<file path="config.mk">
export PLATFORM = sky130hd
export DESIGN_NAME = frame_capture
export DESIGN_NICKNAME = d
export VERILOG_FILES = /design/src/rtl/frame_capture_pkg.sv /design/src/rtl/frame_capture_byte_packer.sv /design/src/rtl/frame_capture.sv
export SDC_FILE = /design/constraint.sdc
export NUM_CORES = 1
export LEC_CHECK = 0
export ABC_AREA = 1
export BUFFER_PORTS_ARGS = -buffer_cell sky130_fd_sc_hd__buf_4
export CORE_ASPECT_RATIO = 1.2
export CORE_MARGIN = 5
export CORE_UTILIZATION = 40
export DETAILED_ROUTE_END_ITERATION = 6
export PLACE_DENSITY = 0.6
export RECOVER_POWER = 100
export SYNTH_ARGS = -nofsm -noshare
export SYNTH_HDL_FRONTEND = slang
export SYNTH_SLANG_ARGS = --single-unit
</file>
<file path="constraint.sdc">
create_clock -name clk -period 2.5 [get_ports clk]
set_input_delay 0.125 -clock clk [delete_from_list [all_inputs] [get_ports clk]]
set_output_delay 0.125 -clock clk [all_outputs]
set_load 0.05 [all_outputs]
</file>
<file path="src/rtl/frame_capture_pkg.sv">
// Shared types and constants for the frame capture block.
package frame_capture_pkg;

    typedef enum logic [1:0] {
        IDLE    = 2'd0,
        CAPTURE = 2'd1,
        DONE    = 2'd2
    } cap_state_t;

    localparam int DEF_H_PIXELS = 640;
    localparam int DEF_V_LINES  = 480;
    localparam int FRAME_WORDS  = DEF_H_PIXELS * DEF_V_LINES;
    localparam int LINE_CNT_W   = 10;

    function automatic int frame_words(input int h_pixels, input int v_lines);
        return h_pixels * v_lines;
    endfunction

endpackage

</file>
<file path="src/rtl/frame_capture_byte_packer.sv">
// Pairs camera bytes into 16-bit words; word_vld is combinational on the second byte.
module byte_packer (
    input  logic        clk,
    input  logic        reset,
    input  logic        en,
    input  logic        href,
    input  logic [7:0]  din,
    output logic        word_vld,
    output logic [15:0] word
);

    logic       phase;
    logic       href_d;
    logic [7:0] hi_byte;
    logic       href_fall;

    assign href_fall = !href && href_d;

    // A line end or leaving the capture window drops any half-assembled word.
    always_ff @(posedge clk) begin
        if (reset) begin
            phase   <= 1'b0;
            hi_byte <= 8'd0;
            href_d  <= 1'b0;
        end else begin
            href_d <= href;
            if (!en || href_fall) begin
                phase <= 1'b0;
            end else if (href) begin
                if (!phase) begin
                    hi_byte <= din;
                    phase   <= 1'b1;
                end else begin
                    phase <= 1'b0;
                end
            end
        end
    end

    assign word_vld = en && href && phase;
    assign word     = {hi_byte, din};

endmodule

</file>
<file path="src/rtl/frame_capture.sv">
// Single-frame RGB565 capture into a frame buffer.
// Optional FRAME_CAPTURE_GEOM_CHECK_EN adds the sticky geom_err output.
module frame_capture
    import frame_capture_pkg::*;
#(
    parameter int H_PIXELS = 640,
    parameter int V_LINES  = 480,
    parameter int ADDR_W   = 19
) (
    input  logic                  clk,
    input  logic                  reset,
    input  logic                  sync_sig,
    input  logic                  finished,
    input  logic                  href,
    input  logic [7:0]            din,
    output logic                  wr_en,
    output logic [ADDR_W-1:0]     wr_addr,
    output logic [15:0]           wr_data,
    output logic [LINE_CNT_W-1:0] line_cnt,
    output logic                  capturing,
    output logic                  capture_done,
`ifdef FRAME_CAPTURE_GEOM_CHECK_EN
    output logic                  geom_err,
`endif
    output logic                  overflow
);

    localparam int                FRAME_LIMIT = frame_words(H_PIXELS, V_LINES);
    localparam logic [ADDR_W-1:0] LAST_ADDR   = ADDR_W'(FRAME_LIMIT - 1);

    cap_state_t  state;
    cap_state_t  next_state;
    logic        sync_sig_d;
    logic        href_d;
    logic        seen_low;
    logic        full;
    logic        sync_rise;
    logic        sync_fall;
    logic        href_fall;
    logic        pack_en;
    logic        word_vld;
    logic [15:0] word;

    assign sync_rise = sync_sig && !sync_sig_d;
    assign sync_fall = !sync_sig && sync_sig_d;
    assign href_fall = !href && href_d;
    assign pack_en   = capturing && sync_sig;

    byte_packer u_packer (
        .clk      (clk),
        .reset    (reset),
        .en       (pack_en),
        .href     (href),
        .din      (din),
        .word_vld (word_vld),
        .word     (word)
    );

    always_ff @(posedge clk) begin
        if (reset) state <= IDLE;
        else       state <= next_state;
    end

    // A start needs a genuine low-to-high window edge seen after reset.
    always_comb begin
        next_state = state;
        capturing  = 1'b0;
        case (state)
            IDLE: begin
                if (sync_rise && seen_low && !capture_done && !finished)
                    next_state = CAPTURE;
            end
            CAPTURE: begin
                capturing = 1'b1;
                if (sync_fall) next_state = DONE;
            end
            DONE:    next_state = DONE;
            default: next_state = IDLE;
        endcase
    end

    // full marks the last address as written so later words raise overflow
    // instead of rewriting the saturated address.
    always_ff @(posedge clk) begin
        if (reset) begin
            sync_sig_d   <= 1'b0;
            href_d       <= 1'b0;
            seen_low     <= !sync_sig;
            full         <= 1'b0;
            wr_en        <= 1'b0;
            wr_addr      <= '0;
            wr_data      <= 16'd0;
            line_cnt     <= '0;
            capture_done <= 1'b0;
            overflow     <= 1'b0;
        end else begin
            sync_sig_d <= sync_sig;
            href_d     <= href;
            wr_en      <= 1'b0;
            if (!sync_sig) seen_low <= 1'b1;
            if (wr_en && wr_addr != LAST_ADDR) wr_addr <= wr_addr + 1'b1;
            if (word_vld) begin
                if (!full) begin
                    wr_en   <= 1'b1;
                    wr_data <= word;
                    if (wr_addr == LAST_ADDR) full <= 1'b1;
                end else begin
                    overflow <= 1'b1;
                end
            end
            if (capturing && href_fall) line_cnt <= line_cnt + 1'b1;
            if (capturing && sync_fall) capture_done <= 1'b1;
        end
    end

`ifdef FRAME_CAPTURE_GEOM_CHECK_EN
    localparam int LW_W = $clog2(H_PIXELS + 2);

    logic [LW_W-1:0]       line_words;
    logic [LINE_CNT_W-1:0] lines_at_close;

    assign lines_at_close = href_fall ? line_cnt + 1'b1 : line_cnt;

    // The word counter saturates one past a full line so long lines stay flagged.
    always_ff @(posedge clk) begin
        if (reset) begin
            line_words <= '0;
            geom_err   <= 1'b0;
        end else begin
            if (capturing && href_fall) begin
                line_words <= '0;
                if (line_words != LW_W'(H_PIXELS)) geom_err <= 1'b1;
            end else if (word_vld && line_words != LW_W'(H_PIXELS + 1)) begin
                line_words <= line_words + 1'b1;
            end
            if (capturing && sync_fall && lines_at_close != LINE_CNT_W'(V_LINES))
                geom_err <= 1'b1;
        end
    end
`endif

endmodule

</file>
# After elaboration in Yosys (flattened, before gate mapping)
# Cells that the tools add are included.
# W data, S select, Z words.
dict set report totals {
  register_bits 63
  latchBits 0
  ramBits 0
  romBits 0
  in_bits 13
  output_inout_bits 49
  word_cells 62
  mem_count 0
}
dict set report classes {
  addsub 2
  multipliers 0
  div_mod_pow 0
  order_cmp 0
  n_eq_ne 7
  shifts 0
  n_mux 10
  n_bitwise 4
  n_reduce_logical 26
}
# operator count
set op_table {}
lappend op_table {{$add A19 B1 Y19 const B} 1}
lappend op_table {{$eq A19 B19 Y1 const B} 1}
lappend op_table {{$ne A19 B19 Y1 const B} 1}
lappend op_table {{$logic_and A1 B1 Y1} 12}
lappend op_table {{$add A10 B1 Y10 const B} 1}
lappend op_table {{$mux W1} 7}
lappend op_table {{$logic_not A1 Y1} 6}
lappend op_table {{$ne A2 B2 Y1 const B} 3}
lappend op_table {{$pmux W2 S3} 1}
lappend op_table {{$reduce_and A2 Y1} 3}
lappend op_table {{$mux W2} 2}
lappend op_table {{$not A1 Y1} 4}
lappend op_table {{$reduce_or A2 Y1} 2}
lappend op_table {{$reduce_and A3 Y1} 1}
lappend op_table {{$eq A2 B1 Y1 const B} 1}
lappend op_table {{$eq A2 B2 Y1 const B} 1}
lappend op_table {{$logic_not A2 Y1} 1}
lappend op_table {{$logic_or A1 B1 Y1} 1}

# Longest topological paths before layout
dict set report depth {
  ltp_word 7
  mapped_depth 10
}

# By module
# From an unflattened synthesis, not the netlist that was laid out.
dict set report hier_totals {
  cells_unflattened 429
  hier_area_um2 3012.9
}
# mod n_inst cells_per_inst area_per_inst_um2 seq_area_each_um2
set by_module_without_submodules {}
lappend by_module_without_submodules {frame_capture 1 358 2526.2 1091.0}
lappend by_module_without_submodules {byte_packer 1 71 486.7 200.2}

# Worst setup path before layout
# No wires, ideal clock.
dict set report synth_path {
  path_kind {register -> register}
  from {reg state[1]}
  to {reg wr_data[7]}
  arrival_time_ns 1.805
  required_time_ns 2.384
  setup_slack_ns 0.578
  path_stages_with_launch 11
  n_path_buf 1
  period_less_slack_ns 1.922
  path_cell_list {dfxtp_1 > inv_1 > ha_1 > nand2_1 > inv_2 > nand3_2 > nor2_4 > inv_2 > buf_2 > nor2_1 > nor2_1}
}
dict set report synth_via {
  elab_chain_cells 6
}
# element line
set synth_rtl {}
lappend synth_rtl {{from (decl)} frame_capture.sv:31} ;# cap_state_t state;
lappend synth_rtl {{from (signal assigned)} frame_capture.sv:61} ;# else state <= next_state;
lappend synth_rtl {{$eq A2 B1 Y1} frame_capture.sv:68} ;# case (state)
lappend synth_rtl {{$mux W1} frame_capture.sv:68}
lappend synth_rtl {{net capturing} frame_capture.sv:20} ;# output logic capturing,
lappend synth_rtl {{$logic_and A1 B1 Y1} frame_capture.sv:47} ;# assign pack_en = capturing && sync_sig;
lappend synth_rtl {{$logic_and A1 B1 Y1 (2 in series)} frame_capture_byte_packer.sv:40} ;# assign word_vld = en && href && phase;
lappend synth_rtl {{$reduce_and A2 Y1 (no line)} --}
lappend synth_rtl {{to (signal assigned)} frame_capture.sv:105} ;# wr_data <= word;
lappend synth_rtl {{to (decl)} frame_capture.sv:18} ;# output logic [15:0] wr_data,
# The timed path passes the listed nets, and every way through them passes these cells.
# A chain may end at the register's enable or synchronous reset.

# Worst setup path after layout
dict set report layout_path {
  from {reg wr_addr[1]}
  to {reg wr_addr[13]}
}
dict set report layout_via {
  elab_chain_cells 2
}
# element line
set layout_rtl {}
lappend layout_rtl {{from (decl)} frame_capture.sv:17} ;# output logic [ADDR_W-1:0] wr_addr,
lappend layout_rtl {{from (signal assigned)} frame_capture.sv:101} ;# if (wr_en && wr_addr != LAST_ADDR) wr_addr <= wr_addr + 1'b1;
lappend layout_rtl {{branches (longest 2 deep; another with $add A19 B1 Y19)} --}
# Several ways; the timed one is not identified.

==> impl_metrics.json <==
{
  "powerDensity_nw_per_um2": 648.8,
  "dp.final_hpwl_microns": 5216,
  "netlist-cell-type-count": 31,
  "timing.max_slew.rel_slack_pct": 18.56,
  "vias_per_cell": 4.863,
  "cts_buffers": 9,
  "synth.top_cells.by_area": "dfxtp_1 42%, nor2_1 12%, nand2_1 8.7%, inv_1 4.8%, o21ai_0 4.1%",
  "grt_start_max_net_pins": 26,
  "final_hold_viol_count": 0,
  "layout-area-overhead-vs-synth_pct": 18.16,
  "peakVddDrop_v": 0.0003050,
  "filler_cell_count": 774,
  "syn-mean-instance-area_sq_um": 7.196,
  "max_slew.worst_pin.slew_ns": 1.222,
  "critical_path.reg2reg.startpoint": "wr_addr[1]",
  "finalWorstPathRequiredPeriod_ns": 1.991,
  "crit_fanout": 14,
  "place_congestion": 0.7894,
  "grt_overflow_total": 0,
  "gr-usage-met2_pct": 26.89,
  "cts.root.buffer_cell": "clkbuf_8",
  "grt_setup_unrepaired": "no",
  "floorplan.io_pins": 62,
  "avgRoutedWirePerCell_microns": 12.54,
  "r2r_setup_slack_ns": 0.51,
  "outcome": "complete, no violations",
  "hold_path.class": "primary input to flip-flop",
  "synth_warnings": 0,
  "async_flop_share_pct": 0,
  "max_cap_viol_count": 0,
  "layout-drive-gt1-share_pct": 10.13,
  "layout.nets": 487,
  "leakagePower_uw": 0.001373,
  "port_buffers": 61,
  "path_clk_slew_ns": 0.07,
  "dp.cells": 548,
  "cts.repair_timing.setup_buffer_count": 0,
  "max-clock-path-buffers": 2,
  "startpoint": "wr_addr[1]",
  "synth-edff-count": 1,
  "totalNegativeSetupSlack_ns": 0,
  "post-route-drc-count": 0,
  "drt-total-wl_microns": 7072,
  "htree_levels": 3,
  "slew_viol_final": 0,
  "tritoncts": "done",
  "grt-busiest-layer": "met2",
  "core_area_sq_um": 7189,
  "worst_path_arrival_ns": 2.24,
  "setup-violations-final": 0,
  "design_area_sq_um": 3452,
  "yosys.area.top_type": "dfxtp_1",
  "tritoncts_num_sinks": 63,
  "post_cts.resized_instances": 0,
  "post_synthesis_net_count": 424,
  "yosys_most_used_dff": "dfxtp_1",
  "sequential_element_share_of_the_synthesized_area_pct": 43.51,
  "peak_freq_ghz": 0.5023,
  "grt_antenna_before_repair": 0,
  "placement.cell_area_sq_um": 3446,
  "grt_first_pass_wirelength_microns": 11900,
  "globalRouteTotalUtil_pct": 16.21,
  "setup.worst_path.class": "flip-flop to flip-flop",
  "drt.antenna.violating_nets": 0,
  "cp-endpoint": "wr_addr[13]",
  "detailedRoute.firstIterationViolations": 145,
  "dieHeight_microns": 103.6,
  "met3_usage_pct": 4.766,
  "final_cell_count_no_fill": 564,
  "holdBufCountCts": 0,
  "number_of_instances_in_the_synthesized_netlist": 406,
  "period_share_pct": 79.64,
  "die_width_microns": 88.02,
  "synth_area_sq_um": 2922,
  "reg2reg_to": "wr_addr[13]",
  "yosys_register_bits": 63,
  "drt_pass1_iterations": 4,
  "cp-end-kind": "flip-flop",
  "ff2ff_path_depth": 9,
  "routed-via-count": 2743,
  "critical_path.startpoint_type": "flip-flop",
  "clk-insertion-delay-late_ns": 0.34,
  "die_outline_area_sq_um": 9120,
  "final_antenna_diode_count": 0,
  "cp_data_required_time_ns": 2.75,
  "row_count": 34,
  "globalRouteMet1Util_pct": 18.80,
  "hold_depth": 3,
  "number_of_global_route_vias_before_repair": 2630,
  "timing.clock.skew_ns": 0.008098,
  "floorplan.initialDensity_pct": 40.64,
  "portion_of_synthesized_cell_area_occupied_by_the_leading_cell_type_pct": 42.48
}
==> cell usage in the layout (no fill, tap or decap), drive strengths merged <==
cell type  count
nor2         102
nand2         73
clkbuf        63
dfxtp         62
inv           42
o21ai         35
nand3         25
a21oi         19
buf           13
nor3           8
nand4          7
xor2           6
ha             5
nand3b         2
o21a           2
a31oi          2
nor4           2
bufinv         2
xnor2          1
a2111oi        1
clkinv         1
edfxtp         1
==> sequential cells by signal, summed over array words and instances (netlist names) <==
| name | flops |
|---|---|
| wr_data | 16 |
| u_packer.phase | 1 |
| line_cnt | 10 |
| capture_done | 1 |
| seen_low | 1 |
| sync_sig_d | 1 |
| u_packer.href_d | 1 |
| state | 2 |
| overflow | 1 |
| wr_en | 1 |
| wr_addr | 19 |
| full | 1 |
| u_packer.hi_byte | 8 |
==> through the flow <==
| step | hold slack [ns] | power [uW] | setup WS, ns | util, % |
|---|---|---|---|---|
| global route | 0.02212 | 2335 | 0.3004 | 48.02 |
| floorplan | 0.2554 | 1210 | 0.5783 | - |
| CTS | 0.006985 | 2286 | 0.6609 | 51.04 |
| global placement | 0.3553 | 1269 | 0.7306 | 47.93 |
| finish | 0.01951 | 2240 | 0.5091 | 48.02 |
| detailed placement | 0.3682 | 1275 | 0.6694 | 47.93 |
==> power breakdown <==
part	total (uW)	internal, uW	switching, uW	leakage, uW
registers	1050	1040	17.4	0.000510
clock network	1000	616	386	0.000114
logic	185	57.3	127	0.000749
==> cell type report <==
cell class                      instances  area, sq um  share of cell area [%]
Multi-Input combinational cell        290         1399                   40.52
Sequential cell                        63         1271                   36.82
Timing Repair Buffer                   63        285.3                   8.264
Inverter                               42        160.2                   4.639
Clock buffer                           13        158.9                   4.603
Tap cell                               90        112.6                   3.262
Clock inverter                          3        65.06                   1.885
==> cells in the mapped netlist, drive strengths merged, types with 4 or more instances <==
cell type / number
a21oi: 19
buf: 4
clkbuf: 7
dfxtp: 62
ha: 5
inv: 42
nand2: 73
nand3: 25
nand4: 7
nor2: 102
nor3: 8
o21ai: 35
xor2: 6
==> cells by family after synthesis <==
family | after synthesis | share of synthesized area (%)
compound gates | 59 | 10.49
xor+xnor | 7 | 2.099
fa+ha+maj | 5 | 2.141
buf+inv | 53 | 7.580
flops | 63 | 43.51
simple gates | 219 | 34.18
==> per-layer routing <==
layer / wire, microns / up-vias
met5: 0 / -
met2: 3499 / 54
met3: 445 / 10
li1: - / 1428
met4: 117 / 0
met1: 3010 / 1251
==> critical path: stages (launching register included) <==
cell and delay (ns):
dfxtp_1 0.40, ha_1 0.23, inv_1 0.08, nor2_4 0.13, nand2_1 0.14, nor2_4 0.10
nand2_1 0.34, nand2_4 0.27, nand2_1 0.07, a21oi_1 0.14
==> worst min-delay path by stage <==
stage           start               to  slack (ns)
3_5_place_dp   din[1]       wr_data[1]        0.37
4_1_cts        din[1]       wr_data[1]       0.007
6_report       din[1]       wr_data[1]        0.02
2_1_floorplan    href  u_packer.href_d        0.26
3_3_place_gp   din[7]       wr_data[7]        0.36
5_1_grt        din[3]       wr_data[3]        0.02
Note: power is estimated with default switching activity, not from simulation.
